==> src/rtl/fetch_stage.sv <==
// -----------------------------------------------------------------------------
// fetch_stage
//
// Instruction-fetch stage. Owns the program counter, presents it to the
// instruction memory (combinational read), and captures the returned word into
// the IF/ID pipeline register.
//
// It also handles:
//   - hazard stalls,
//   - taken-branch redirect with an IF/ID flush,
//   - HALT detection. When a HALT is detected, a drain FSM lets the older
//     instructions leave the pipe before the core freezes.
//
// Per-cycle priority: rst > branch_taken > stall > normal fetch.
//
// Ports
//   clk            in   1   rising-edge clock
//   rst            in   1   synchronous reset, active-high
//   stall          in   1   hazard unit: hold PC and IF/ID
//   branch_taken   in   1   branch resolved taken this cycle
//   branch_target  in  16   redirect address (bit0 forced to 0)
//   instruction    in  16   instruction memory data for from_pc
//   from_pc        out 16   current PC to instruction memory
//   ifid_instr     out 16   IF/ID instruction
//   ifid_pc_plus2  out 16   IF/ID PC+2 of the captured instruction
//   ifid_valid     out  1   IF/ID holds a real instruction
//   halted         out  1   core frozen after HALT drained
//
// Optional build macro: FETCH_PERF_CNT_EN
//   When defined, this module adds two saturating 16-bit counters:
//     fetch_count  IF/ID loads with valid=1
//     stall_count  stalled cycles while in RUN or DRAIN
//   When undefined, these ports and counters are absent.
// -----------------------------------------------------------------------------
module fetch_stage #(
  parameter logic [15:0] RESET_PC     = 16'h0000,
  parameter logic [15:0] HALT_INSTR   = 16'h0000,
  parameter logic [15:0] NOP_INSTR    = 16'h0000,
  parameter int unsigned DRAIN_CYCLES = 3
) (
  input  logic        clk,
  input  logic        rst,
  input  logic        stall,
  input  logic        branch_taken,
  input  logic [15:0] branch_target,
  input  logic [15:0] instruction,
  output logic [15:0] from_pc,
  output logic [15:0] ifid_instr,
  output logic [15:0] ifid_pc_plus2,
  output logic        ifid_valid,
  output logic        halted
`ifdef FETCH_PERF_CNT_EN
  ,
  output logic [15:0] fetch_count,
  output logic [15:0] stall_count
`endif
);

  localparam int unsigned CNT_W = (DRAIN_CYCLES > 1) ? $clog2(DRAIN_CYCLES) : 1;
  localparam logic [CNT_W-1:0] CNT_LAST = CNT_W'(DRAIN_CYCLES - 1);

  typedef enum logic [1:0] {
    S_RUN    = 2'd0,
    S_DRAIN  = 2'd1,
    S_HALTED = 2'd2
  } state_e;

  state_e           state_q, state_d;
  logic [15:0]      pc_q, pc_d;
  logic [15:0]      instr_q, instr_d;
  logic [15:0]      pp2_q, pp2_d;
  logic             valid_q, valid_d;
  logic             halted_q, halted_d;
  logic [CNT_W-1:0] cnt_q, cnt_d;

  logic [15:0]      pc_plus2;
  logic [15:0]      redirect_pc;

  // 16-bit add wraps naturally: FFFE + 2 -> 0000.
  assign pc_plus2    = pc_q + 16'd2;
  assign redirect_pc = {branch_target[15:1], 1'b0};

  // ---------------------------------------------------------------------------
  // Next-state / datapath logic
  // ---------------------------------------------------------------------------
  always_comb begin
    // NOTE: every signal assigned in this block gets a default first, so that
    // paths which leave a signal unassigned cannot infer a latch.
    state_d  = state_q;
    pc_d     = pc_q;
    instr_d  = instr_q;
    pp2_d    = pp2_q;
    valid_d  = valid_q;
    halted_d = halted_q;
    cnt_d    = cnt_q;

    unique case (state_q)
      S_RUN: begin
        if (branch_taken) begin
          pc_d    = redirect_pc;
          instr_d = NOP_INSTR;
          valid_d = 1'b0;
        end else if (!stall) begin
          instr_d = instruction;
          pp2_d   = pc_plus2;
          valid_d = 1'b1;
          if (instruction == HALT_INSTR) begin
            // The HALT itself goes down the pipe. The PC parks on it so that
            // nothing past the HALT is ever fetched.
            state_d = S_DRAIN;
            cnt_d   = '0;
          end else begin
            pc_d = pc_plus2;
          end
        end
      end

      S_DRAIN: begin
        if (branch_taken) begin
          // An older branch resolved taken, so the HALT was on the wrong path.
          // Redirect and resume fetching.
          pc_d    = redirect_pc;
          instr_d = NOP_INSTR;
          valid_d = 1'b0;
          state_d = S_RUN;
          cnt_d   = '0;
        end else if (!stall) begin
          instr_d = NOP_INSTR;
          valid_d = 1'b0;
          cnt_d   = cnt_q + CNT_W'(1);
          if (cnt_q == CNT_LAST) begin
            state_d  = S_HALTED;
            halted_d = 1'b1;
          end
        end
      end

      S_HALTED: begin
        // Frozen. Stall and branch inputs are ignored; only rst exits.
        halted_d = 1'b1;
      end

      default: begin
        state_d = S_RUN;
      end
    endcase
  end

  // ---------------------------------------------------------------------------
  // State registers
  // ---------------------------------------------------------------------------
  always_ff @(posedge clk) begin
    // NOTE: sequential state uses non-blocking assignments only, so every
    // register samples its pre-edge value regardless of statement order.
    if (rst) begin
      state_q  <= S_RUN;
      pc_q     <= RESET_PC;
      instr_q  <= NOP_INSTR;
      pp2_q    <= 16'h0000;
      valid_q  <= 1'b0;
      halted_q <= 1'b0;
      cnt_q    <= '0;
    end else begin
      state_q  <= state_d;
      pc_q     <= pc_d;
      instr_q  <= instr_d;
      pp2_q    <= pp2_d;
      valid_q  <= valid_d;
      halted_q <= halted_d;
      cnt_q    <= cnt_d;
    end
  end

  assign from_pc       = pc_q;
  assign ifid_instr    = instr_q;
  assign ifid_pc_plus2 = pp2_q;
  assign ifid_valid    = valid_q;
  assign halted        = halted_q;

`ifdef FETCH_PERF_CNT_EN
  // ---------------------------------------------------------------------------
  // Saturating performance counters
  // ---------------------------------------------------------------------------
  logic [15:0] fetch_cnt_q, fetch_cnt_d;
  logic [15:0] stall_cnt_q, stall_cnt_d;
  logic        fetch_load;
  logic        stall_seen;

  // IF/ID takes a valid word only on an unstalled, unredirected RUN cycle.
  assign fetch_load = (state_q == S_RUN) && !branch_taken && !stall;
  assign stall_seen = (state_q != S_HALTED) && stall;

  always_comb begin
    fetch_cnt_d = fetch_cnt_q;
    stall_cnt_d = stall_cnt_q;
    if (fetch_load && (fetch_cnt_q != 16'hFFFF)) fetch_cnt_d = fetch_cnt_q + 16'd1;
    if (stall_seen && (stall_cnt_q != 16'hFFFF)) stall_cnt_d = stall_cnt_q + 16'd1;
  end

  always_ff @(posedge clk) begin
    if (rst) begin
      fetch_cnt_q <= 16'h0000;
      stall_cnt_q <= 16'h0000;
    end else begin
      fetch_cnt_q <= fetch_cnt_d;
      stall_cnt_q <= stall_cnt_d;
    end
  end

  assign fetch_count = fetch_cnt_q;
  assign stall_count = stall_cnt_q;
`endif

endmodule

==> config.mk <==
export PLATFORM = sky130hd
export DESIGN_NAME = fetch_stage
export DESIGN_NICKNAME = d
export VERILOG_FILES = /design/src/rtl/fetch_stage.sv
export SDC_FILE = /design/constraint.sdc
export NUM_CORES = 1
export LEC_CHECK = 0
export ABC_AREA = 1
export BUFFER_PORTS_ARGS = -buffer_cell sky130_fd_sc_hd__buf_2
export CORE_MARGIN = 1
export CORE_UTILIZATION = 35
export DETAILED_ROUTE_END_ITERATION = 10
export SKIP_CTS_REPAIR_TIMING = 1
export SLEW_MARGIN = 20
export SYNTH_ARGS = -nofsm -noshare
export SYNTH_HDL_FRONTEND = slang
export SYNTH_SLANG_ARGS = --single-unit
==> constraint.sdc <==
create_clock -name clk -period 1.8 [get_ports clk]
set_input_delay 0.18 -clock clk [delete_from_list [all_inputs] [get_ports clk]]
set_output_delay 0.18 -clock clk [all_outputs]
set_load 0.01 [all_outputs]
* After elaboration in Yosys (flattened, before gate mapping) *
Cells that the tools add are included.

storage, ports and cells
  register bits = 54
  latch bits = 0
  bits in writable memories = 0
  bits in read-only memories = 0
  input port bits = 36
  output and inout bits = 50
  logic and storage cells = 68
  memories = 0

operators by class
  $add $sub $neg = 2
  $mul = 0
  divide/modulo/power cells = 0
  order comparisons = 0
  equal/unequal tests = 14
  shift-type cells = 0
  multiplexer cells = 32
  bitwise logic cells = 3
  reductions and logical operators = 10

operators by type and width
  cell                                                                    number
  16-bit 2-to-1 mux                                                       8
  16-bit case mux with 2 select lines                                     2
  2-bit 2-to-1 mux                                                        11
  16-bit by 2-bit adder with 16-bit output (second input constant)        1
  16-bit zero test                                                        1
  2-bit inequality test (second input constant)                           7
  3-bit inequality test (second input constant)                           4
  4-bit AND reduction                                                     2
  1-bit 2-to-1 mux                                                        7
  2-bit case mux with 3 select lines                                      1
  3-bit AND reduction                                                     2
  6-bit AND reduction                                                     1
  5-bit AND reduction                                                     1
  2-bit equality test (second input constant)                             2
  1-bit case mux with 2 select lines                                      2
  2-bit case mux with 2 select lines                                      1
  2-bit nonzero test                                                      2
  1-bit inverter                                                          3
  2-bit by 1-bit adder with 2-bit output (second input constant)          1
  2-bit by 1-bit equality test with 1-bit output (second input constant)  1
  2-bit zero test                                                         1

* Depth between registers and ports, before layout *
Gate-level depths: netlist (run 1).

  word-level depth = 5
  gate-level depth with buffers = 11
  mapped depth without buffers = 11

* Least setup slack after synthesis (run 1) *
No wires, ideal clock.

  path type = register to register
  start = register pc_q[1] (netlist: from_pc[1])
  end = register pc_q[11] (netlist: from_pc[11])
  library setup time = 0.111 ns
  data arrival time = 1.301 ns
  required time = 1.689 ns
  slack = 0.388 ns
  cell stages (with the launch flop) = 11
  buffers on the path = 0
  clock period less this slack = 1.412 ns
  path through = dfxtp_1 -> ha_1 -> nand3_2 -> inv_2 -> nand2_2 -> nor2_1 -> nand2_1 -> nand2_1 -> nor2_1 -> nor2_1 -> nor2_1

between the ends
  longest elaborated chain between the ends = 5

ends and longest elaborated chain
  what                                      RTL line  source
  start: declaration                        69        logic [15:0] pc_q, pc_d;
  start signal: assignment                  165       pc_q <= pc_d;
  16-bit by 2-bit adder with 16-bit output  80        assign pc_plus2 = pc_q + 16'd2;
  16-bit 2-to-1 mux                         107       if (instruction == HALT_INSTR) begin
  16-bit 2-to-1 mux                         103       end else if (!stall) begin
  16-bit 2-to-1 mux                         99        if (branch_taken) begin
  16-bit case mux with 2 select lines       97        unique case (state_q)

No other way between the ends. The select of a mux whose other input is x is not followed.
A chain may end at the register's enable or synchronous reset.

* Worst setup path in the final report (run 1) *
  start = register state_q[0]
  end = register instr_q[15] (netlist: ifid_instr[15])

between the ends
  longest elaborated chain between the ends = 3
  elaborated cells on any way between the ends = 7
  classes of those cells = 3 x eq/ne; 1 x mux; 3 x reduce/logical

ends and longest elaborated chain
  what                                                                               RTL line  source
  start: declaration                                                                 68        state_e state_q, state_d;
  start signal: assignment                                                           164       state_q <= state_d;
  2-bit by 1-bit equality test with 1-bit output or 2-bit zero test (tied branches)  97
  3-bit inequality test (no source line) or 2-bit nonzero test (tied branches)       --
  3-bit AND reduction (no source line)                                               --
  end signal: assignment                                                             166       instr_q <= instr_d;
  end: declaration                                                                   70        logic [15:0] instr_q, instr_d;

Parallel ways exist; a longest one is shown, timed or not.

==> results by group, run 1 <==
Setup path
  – Crit path to: ifid_instr[15]$_SDFFE_PP0P_
  – Crit Reg-Reg Startpoint: state_q[0]$_SDFFE_PP0P_
  – WS Path Type: flop to flop
  – CP startpoint: state_q[0]$_SDFFE_PP0P_
  – Crit-path max FO: 27
  – Cells along the critical path: nor2_4, nand2_2, inv_2, buf_12, nand2_1, a21oi_1
  – Worst EP required: ~2 ns
  – Critical Path Sink Type: flop
  – Startpoint Class: flop
  – Worst R2R Path Depth: 6
  – Slowest CP cell: dfxtp_1
  – CP max stage delay: 0.41 ns
  – Worst R2R Setup Slack: 0.24 ns
  – Worst R2R End: ifid_instr[15]$_SDFFE_PP0P_
  – Arrival time worst endpoint: 1.81 ns

Floorplanning
  – Die H: 89.08 um
  – # rows: 31
  – Die span in x: 89.08 um
  – Ports: 86
  – Placeable Area: 7292 sq um
  – Initial Util: 36.39%
  – Die Area: just under 8000 sq um

Place
  – GPL Wtd Cong: roughly 0.82
  – Post-DP HPWL: 5032 um
  – Pre-CTS setup slack: between 0.2 and 0.3 ns
  – IO buf count: 82
  – DP Area: about 3200 sq um

Synth
  – Dominant cell type by area after synthesis: dfxtp_1
  – Post-synth EDFFs: 0
  – Count leader, synth: nand2_1
  – Post-synth ARST share: 0%
  – Syn Inst Count: 393
  – Number of synthesized register bits: 52
  – Register area share after synthesis: 39.23%
  – Top FF cell, synth: dfxtp_1
  – Top cell type's share of synthesized area: 39.23%
  – Commonest cells post-synth: nand2_1 (119), nor2_1 (65), dfxtp_1 (52), inv_1 (29), a21oi_1 (27)
  – Cell area after synthesis: roughly 2700 sq um
  – Post-synthesis average cell area: 6.753 sq um
  – Yosys warns: 0
  – Synth area leaders: dfxtp_1 (39%), nand2_1 (17%), nor2_1 (9.2%)
  – Synth cell types: 30

Power and ir drop
  – Combinational share of power: 17.4%
  – Power per cell area: ~730 nW/um^2
  – Worst ir drop on vdd: approximately 0.28 mV
  – Sw Share: 30.42%
  – Leak: 1.613 nW
  – Internal cell power: 1.667 mW
  – Seq pwr share: 52.8%
  – Net switching power: 0.7286 mW
  – Clock power frac: 29.9%

Route
  – DR pass1 iterations: 4
  – DRC Markers: 0
  – Routed vias: roughly 2700
  – WL/cell: 11.63 um
  – DR vias/cell: approximately 4.6
  – Drt total wl: 6697 um
  – DRT antenna net count: 0
  – Initial DRC count: 111

Clock tree
  – CTS Buf Count: 5
  – H-Tree Depth: 2
  – Clock Sinks: 52
  – Maximum buffer depth of the clock tree: 2
  – Skew-Pair Late Insertion Delay: roughly 0.32 ns
  – CTS tree: built
  – Clock root buffer: clkbuf_8
  – Register clock-pin slew on the reported worst setup and hold paths: 0.11 ns

Timing
  – Fmax: 0.6405 GHz
  – Final Hold Vio Count: 0
  – Skew final: 0.01295 ns
  – Tmin final: 1.561 ns
  – Max-slew violations: 0
  – RSZ-0062 raised after global routing: false
  – Final setup margin: about 0.24 ns
  – Final period util: between 80% and 90%
  – Fin Setup TNS: 0 ns
  – Setup violations, final: 0

Global route
  – Largest net degree at the start of global routing: 28
  – Number of global-route vias before repair: 2285
  – Antenna violations before repair: 0
  – First-pass GRT wire length: 10660 um
  – Gr ovfl total: 0
  – GR Util All Layers: 17.40%

Layout
  – Fin area: about 3300 sq um
  – ANT cells: 0
  – # nets final: 514
  – Layout cells sized above 1: 25.79%
  – Synth-to-Final Area Change: 23.06%

Outcome
  – Outcome: completed

Hold path
  – Hold Path Class: input port to flop

Flow run
  – Max_cap viols: 0
-- area by class of cell --
type                       instances  area, sq um
fill                             810         4026
multi-input combinational        293         1386
sequential                        52         1041
timing repair buffer              92        498.0
tap                               99        123.9
inverter                          32        120.1
clock buffer                       5        68.82
clock inverter                     3        27.53
-- state kept, by name, summed over array words and instances (netlist names) --
signal,flops
ifid_valid,1
ifid_instr,16
from_pc,15
state_q,2
ifid_pc_plus2,15
cnt_q,2
halted,1
-- layer usage --
metal	up-vias	track usage [%]	part of all wire [%]
met1	1180	24.03	49
met2	58	28.18	45
met5	-	0	0
li1	1407	-	-
met4	0	5.195	1.1
met3	7	2.585	4.4
-- power by group through the flow --
stage / clock [mW] / combinational [mW] / sequential [mW]
2_1_floorplan: 0 / 0.231 / 1.31
3_3_place_gp: 0 / 0.417 / 1.29
3_5_place_dp: 0 / 0.419 / 1.29
4_1_cts: 0.749 / 0.421 / 1.27
5_1_grt: 0.790 / 0.473 / 1.27
6_report: 0.715 / 0.416 / 1.26
-- metrics by stage --
| step | hold slack [ns] | power [mW] | cells | util [%] |
|---|---|---|---|---|
| 2_1_floorplan | 0.2491 | 1.544 | 394 | - |
| 3_3_place_gp | 0.4388 | 1.707 | 568 | 43.46 |
| 3_5_place_dp | 0.4466 | 1.710 | 568 | 43.46 |
| 4_1_cts | 0.09028 | 2.435 | 576 | 44.78 |
| 5_1_grt | 0.1008 | 2.538 | 576 | 44.78 |
| 6_report | 0.1018 | 2.395 | 576 | 44.78 |
-- worst min-delay path by stage --
stage	startpoint	end	depth (start not counted)
5_1_grt	instruction[4]	ifid_instr[4]$_SDFFE_PP0P_	3
2_1_floorplan	rst	ifid_instr[11]$_SDFFE_PP0P_	1
4_1_cts	instruction[2]	ifid_instr[2]$_SDFFE_PP0P_	3
3_3_place_gp	halted$_SDFFE_PP0P_	halted$_SDFFE_PP0P_	2
3_5_place_dp	instruction[2]	ifid_instr[2]$_SDFFE_PP0P_	3
6_report	instruction[2]	ifid_instr[2]$_SDFFE_PP0P_	3
-- cell usage in the layout, fill, tap and decap left out, types with 2 or more instances in the layout --
cell type  count
a21oi_1       27
buf_2         82
buf_4          9
clkbuf_8       5
conb_1         2
dfxtp_1       52
ha_1           2
inv_1         29
inv_2          3
mux2i_1        2
nand2_1      119
nand2_2        6
nand2_4        2
nand3_1       19
nand3_2        3
nand3b_1       2
nand4_1        6
nor2_1        65
nor2_2         2
nor2_4         5
nor3_1         2
o211ai_1       8
o21ai_0       10
o21ai_1        3
o21ai_2        2
xnor2_1        3
-- cell families after synthesis --
| kind of cell | Yosys count | share of synthesized area [%] |
|---|---|---|
| other | 1 | 0.1413 |
| AND/OR/NAND/NOR | 231 | 37.95 |
| adder cells (fa/ha/maj) | 2 | 0.9428 |
| XOR/XNOR | 4 | 1.320 |
| multiplexers | 2 | 0.7544 |
| buffers and inverters | 49 | 8.675 |
| AO/OA/AOI/OAI | 52 | 10.99 |
| flip-flops | 52 | 39.23 |
-- critical path, delay by kind of cell, from the launching register on --
family / cells / cell delay [ns]
buffers and inverters: 2 / 0.60
AND/OR/NAND/NOR: 3 / 0.35
flip-flops: 1 / 0.41
AO/OA/AOI/OAI: 1 / 0.12
(Power assumes the default switching activity.)
==> inputs of run 2 (changes only) <==
--- a/config.mk
+++ b/config.mk
@@ -10,6 +10,7 @@
 export CORE_MARGIN = 1
 export CORE_UTILIZATION = 35
 export DETAILED_ROUTE_END_ITERATION = 10
+export MAX_ROUTING_LAYER = met4
 export SKIP_CTS_REPAIR_TIMING = 1
 export SLEW_MARGIN = 20
 export SYNTH_ARGS = -nofsm -noshare
==> constraint.sdc (replaced) <==
create_clock -name clk -period 1.72 [get_ports clk]
set_input_delay 0.172 -clock clk [delete_from_list [all_inputs] [get_ports clk]]
set_output_delay 0.172 -clock clk [all_outputs]
set_load 0.01 [all_outputs]
==> run 2 against run 1 <==
- sequential cell count unchanged
- clock skew shrank 0.0034 ns
- via count grew 0.98%
- largest power group unchanged
==> results by group, run 2 (same netlist as run 1, synthesis figures left out) <==
Power and ir drop
  – Seq pwr share: a little under half
  – Power after layout: 2.792 mW
  – Combinational share of power: between 10% and 20%
  – Internal cell power: 2.034 mW
  – Leak: 1.641 nW
  – Net switching power: 0.7580 mW
  – Sw Share: 27.15%
  – Power per cell area: 841.1 nW/um^2
  – Worst ir drop on vdd: roughly 0.38 mV
  – Clock power frac: a little under two fifths

Timing
  – Fin Setup TNS: 0 ns
  – RSZ-0062 raised after global routing: false
  – Tmin final: 1.480 ns
  – Fmax: 0.6755 GHz
  – Final period util: 86.07%
  – Skew final: 0.009575 ns
  – Setup violations, final: 0
  – Max-slew violations: 0
  – Hold slack: 0.1013 ns
  – Final Hold Vio Count: 0
  – Final setup margin: approximately 0.24 ns

Place
  – IO buf count: 82
  – Post-DP HPWL: a little over 5000 um
  – GPL Wtd Cong: around 0.8
  – Pre-CTS setup slack: 0.2506 ns

Floorplanning
  – Ports: 86
  – Placeable Area: 7292 sq um
  – # rows: 31
  – Die span in x: 89.08 um
  – Die Area: 7934 sq um
  – Die H: approximately 90 um
  – Initial Util: 36.39%

Route
  – DR vias/cell: 4.649
  – Routed vias: 2678
  – DR pass1 iterations: 4
  – WL/cell: 11.85 um
  – Drt total wl: 6826 um
  – Initial DRC count: 138
  – DRC Markers: 0
  – DRT antenna net count: 0

Layout
  – Synth-to-Final Area Change: 25.08%
  – Fillers: 810
  – Commonest cells after routing, fill and taps aside: nand2_1 (119), buf_2 (82), nor2_1 (65), dfxtp_1 (52), inv_1 (29)
  – Most common cell after layout, fill and taps aside: nand2_1
  – ANT cells: 0
  – Max FFs per register: 16
  – Layout cells sized above 1: about 26%
  – # nets final: 514

Global route
  – Largest net degree at the start of global routing: 32
  – Met3 global-route usage: ~3.2%
  – Antenna violations before repair: 0
  – M1 GR Usage: 25.66%
  – Number of global-route vias before repair: 2267
  – First-pass GRT wire length: 10850 um
  – Most Crowded Layer GR: met2
  – GR Util All Layers: 18.28%
  – Gr ovfl total: 0
  – M2 GR Usage: 27.27%

Clock tree
  – H-Tree Depth: 2
  – Register clock-pin slew on the reported worst setup and hold paths: 0.11 ns
  – Maximum buffer depth of the clock tree: 2
  – CTS tree: built
  – CTS Buf Count: 5
  – Skew-Pair Late Insertion Delay: 0.31 ns
  – Clock root buffer: clkbuf_8
  – Clock Sinks: 52

Outcome
  – Outcome: completed

Setup path
  – Startpoint Class: flop
  – Arrival time worst endpoint: 1.69 ns
  – Crit-path max FO: 5
  – Critical Path Sink Type: flop
  – WS Path Type: flop to flop
  – Worst EP required: 1.93 ns
  – Worst R2R Path Depth: 10

Hold path
  – Hold path depth: 3
  – Hold Path Class: input port to flop

Flow run
  – Max_cap viols: 0
[run 2: changes by cell type in the layout (fill, tap and decap cells not counted), sizes merged]
cell	change
bufinv	+2
clkinv	-1
clkinvlp	-1
[run 2: through the flow]
step / cell area [sq um] / std cells / utilization [%]
after CTS: 3319 / 576 / 45.52
after floorplan: 2658 / 394 / -
final: 3319 / 576 / 45.52
after global routing: 3319 / 576 / 45.52
after global placement: 3182 / 568 / 43.63
after detailed placement: 3182 / 568 / 43.63
[run 2: path summary, 6_finish.rpt]
kind | end | startpoint | slack, ns
worst max-delay path | from_pc[11]$_SDFFE_PP0P_ | from_pc[2]$_SDFFE_PP0P_ | 0.24
worst min-delay path | ifid_instr[2]$_SDFFE_PP0P_ | instruction[2] | 0.10
worst max register to register | from_pc[11]$_SDFFE_PP0P_ | from_pc[2]$_SDFFE_PP0P_ | 0.24
worst min register to register | halted$_SDFFE_PP0P_ | halted$_SDFFE_PP0P_ | 0.46
[run 2: cell type report]
cell class	count	area [sq um]	share of cell area, %
clock buffer	5	68.82	2.073
clock inverter	3	68.82	2.073
inverter	32	120.1	3.619
multi-input combinational	293	1386	41.76
sequential	52	1041	31.36
tap	99	123.9	3.732
timing repair buffer	92	510.5	15.38
[run 2: power groups by stage]
| stage | clock network (mW) | registers (mW) | logic (mW) |
|---|---|---|---|
| finish | 1.03 | 1.32 | 0.442 |
| global route | 1.11 | 1.34 | 0.499 |
| CTS | 1.06 | 1.32 | 0.446 |
| detailed placement | 0 | 1.35 | 0.444 |
| global placement | 0 | 1.35 | 0.438 |
| floorplan | 0 | 1.37 | 0.242 |
[run 2: critical path: stages, from the launching register on]
cell and delay, ns:
dfxtp_1 0.39, ha_1 0.22, nand3_2 0.16, inv_2 0.10, nand2_2 0.09, nor2_1 0.10
nand2_1 0.06, nand2_1 0.08, nor2_1 0.04, nor2_1 0.10, nor2_1 0.04
[run 2: metal layers]
| layer | wire length [um] | up-vias | part of all wire, % |
|---|---|---|---|
| met5 | 0 | - | 0 |
| met4 | 68 | 0 | 1.0 |
| met3 | 370 | 6 | 5.4 |
| met2 | 3103 | 73 | 45 |
| met1 | 3284 | 1187 | 48 |
| li1 | - | 1412 | - |
==> inputs of run 3 (changes only) <==
--- a/config.mk
+++ b/config.mk
@@ -7,10 +7,12 @@
 export LEC_CHECK = 0
 export ABC_AREA = 1
 export BUFFER_PORTS_ARGS = -buffer_cell sky130_fd_sc_hd__buf_2
+export CORE_ASPECT_RATIO = 1.25
 export CORE_MARGIN = 1
-export CORE_UTILIZATION = 35
+export CORE_UTILIZATION = 40
 export DETAILED_ROUTE_END_ITERATION = 10
 export MAX_ROUTING_LAYER = met4
+export PLACE_DENSITY = 0.65
 export SKIP_CTS_REPAIR_TIMING = 1
 export SLEW_MARGIN = 20
 export SYNTH_ARGS = -nofsm -noshare
==> run 3 against run 2 <==
- core utilization grew 5.8 points
- first-iteration DRC count shrank 11%
- critical path depth is the same
- final cell count shrank 2.4%
- sequential power is essentially flat
- design area shrank 2.9%
- clock-buffer cell count grew 1
- global-route usage grew 2.3 points
- critical path type unchanged
- power shrank 13%
- combinational power shrank 2%
==> results by group, run 3 (same netlist as run 1, synthesis figures left out) <==
Setup path
  – CP max stage delay: roughly 0.42 ns
  – Crit path depth: 10
  – Worst EP required: 1.93 ns
  – Slowest CP cell: dfxtp_1
  – CP startpoint: from_pc[2]$_SDFFE_PP0P_
  – Crit Reg-Reg Startpoint: from_pc[2]$_SDFFE_PP0P_
  – Crit-path max FO: 5
  – Critical Path Sink Type: flop
  – Worst path most repeated cell: nor2_1
  – WS Path Type: flop to flop
  – Arrival time worst endpoint: 1.75 ns
  – Cells along the critical path: ha_1, nand3_2, inv_2, nand2_2, nor2_1, nand2_1, nand2_1, nor2_1, nor2_1, nor2_1
  – Startpoint Class: flop
  – Worst R2R Path Depth: 10
  – CP delay by family, top: simple AND/OR/NAND/NOR gates
  – Buf/Inv on CP: 1

Layout
  – Commonest cells after routing, fill and taps aside: nand2_1 (119), buf_2 (82), nor2_1 (65), dfxtp_1 (52), inv_1 (29)
  – Layout cells sized above 1: 25.58%
  – # nets final: 515
  – ANT cells: 0
  – Max FFs per register: 16
  – Fillers: 685
  – Fin area: roughly 3200 sq um
  – Synth-to-Final Area Change: 21.50%
  – Most common cell after layout, fill and taps aside: nand2_1

Timing
  – Fin Setup TNS: 0 ns
  – Setup violations, final: 0
  – Final Hold Vio Count: 0
  – Skew final: 0.007464 ns
  – RSZ-0062 raised after global routing: false
  – Final setup margin: between 0.15 and 0.2 ns
  – Max-slew violations: 0
  – Fmax: ~0.65 GHz
  – Tmin final: around 1.5 ns
  – Hold slack: 0.1204 ns
  – Final period util: between 80% and 90%

Floorplanning
  – # rows: 32
  – Die Area: 6966 sq um
  – Die span in x: 74.86 um
  – Die H: 93.07 um
  – Ports: 86
  – Placeable Area: roughly 6300 sq um
  – Initial Util: between 40% and 50%

Route
  – Initial DRC count: 123
  – Routed vias: 2703
  – Drt total wl: 6538 um
  – WL/cell: 11.63 um
  – DRC Markers: 0
  – DR vias/cell: 4.810
  – DRT antenna net count: 0
  – DR pass1 iterations: 4

Global route
  – Antenna violations before repair: 0
  – First-pass GRT wire length: approximately 11000 um
  – Gr ovfl total: 0
  – Number of global-route vias before repair: 2439
  – Largest net degree at the start of global routing: 32
  – GR Util All Layers: 20.55%

Hold path
  – Hold path depth: 3
  – Hold Startpoint: instruction[4]
  – Hold Path Class: input port to flop

Flow run
  – Max_cap viols: 0

Clock tree
  – CTS tree: built
  – Skew-Pair Late Insertion Delay: 0.30 ns
  – CTS Buf Count: 5
  – Maximum buffer depth of the clock tree: 2
  – Clock Sinks: 52
  – Clock root buffer: clkbuf_8
  – H-Tree Depth: 2
  – Register clock-pin slew on the reported worst setup and hold paths: 0.09 ns

Outcome
  – Outcome: completed

Place
  – Pre-CTS setup slack: 0.2173 ns
  – IO buf count: 82
  – Post-DP HPWL: approximately 4900 um
  – GPL Wtd Cong: 0.8689
  – DP Area: about 3100 sq um

Power and ir drop
  – Leak: 1.609 nW
  – Power after layout: 2.428 mW
  – Worst ir drop on vdd: 0.3726 mV
  – Power per cell area: 753.1 nW/um^2
==> run 3: changes by cell type in the layout (fill, tap and decap cells not counted) <==
cell / delta
buf_12: -2
bufinv_16: -2
clkinv_2: +1
clkbuf_1: +1
inv_6: -1
buf_4: +3
==> run 3: power breakdown <==
| part | total (mW) | internal, mW | switching, mW |
|---|---|---|---|
| clock | 0.674 | 0.278 | 0.396 |
| sequential | 1.32 | 1.27 | 0.0551 |
| combinational | 0.431 | 0.175 | 0.256 |
| total | 2.43 | 1.72 | 0.708 |
==> run 3: layout make-up <==
class / count / area [sq um] / area share [%]
Clock buffer: 6 / 72.57 / 2.251
Clock inverter: 1 / 5.005 / 0.1552
Inverter: 32 / 120.1 / 3.725
Multi-Input combinational cell: 293 / 1386 / 43.00
Sequential cell: 52 / 1041 / 32.29
Tap cell: 85 / 106.4 / 3.298
Timing Repair Buffer: 93 / 493.0 / 15.29
==> run 3: layer usage <==
| metal | global-route usage, % | wire [um] | vias to the layer above |
|---|---|---|---|
| met1 | 24.78 | 2943 | 1197 |
| met3 | 4.418 | 358 | 13 |
| li1 | - | - | 1408 |
| met4 | 7.862 | 125 | 0 |
| met2 | 33.11 | 3111 | 85 |
| met5 | - | 0 | - |
==> run 3: path summary, 6_finish.rpt <==
path / endpoint / slack (ns)
setup / recovery: from_pc[11]$_SDFFE_PP0P_ / 0.18
hold / removal: ifid_instr[4]$_SDFFE_PP0P_ / 0.12
setup reg to reg: from_pc[11]$_SDFFE_PP0P_ / 0.18
hold reg to reg: halted$_SDFFE_PP0P_ / 0.45
==> run 3: stage by stage <==
stage | instances | utilization (%)
after floorplan | 394 | -
after global placement | 555 | 50.06
after detailed placement | 555 | 50.06
after CTS | 562 | 51.29
after global routing | 562 | 51.29
final | 562 | 51.29
==> run 3: worst reg2reg max path: cells and delay by family (launching register included) <==
kind	cells	cell delay, ns
AND/OR/NAND/NOR	8	0.70
flip-flops	1	0.42
adder cells (fa/ha/maj)	1	0.23
buffers and inverters	1	0.11
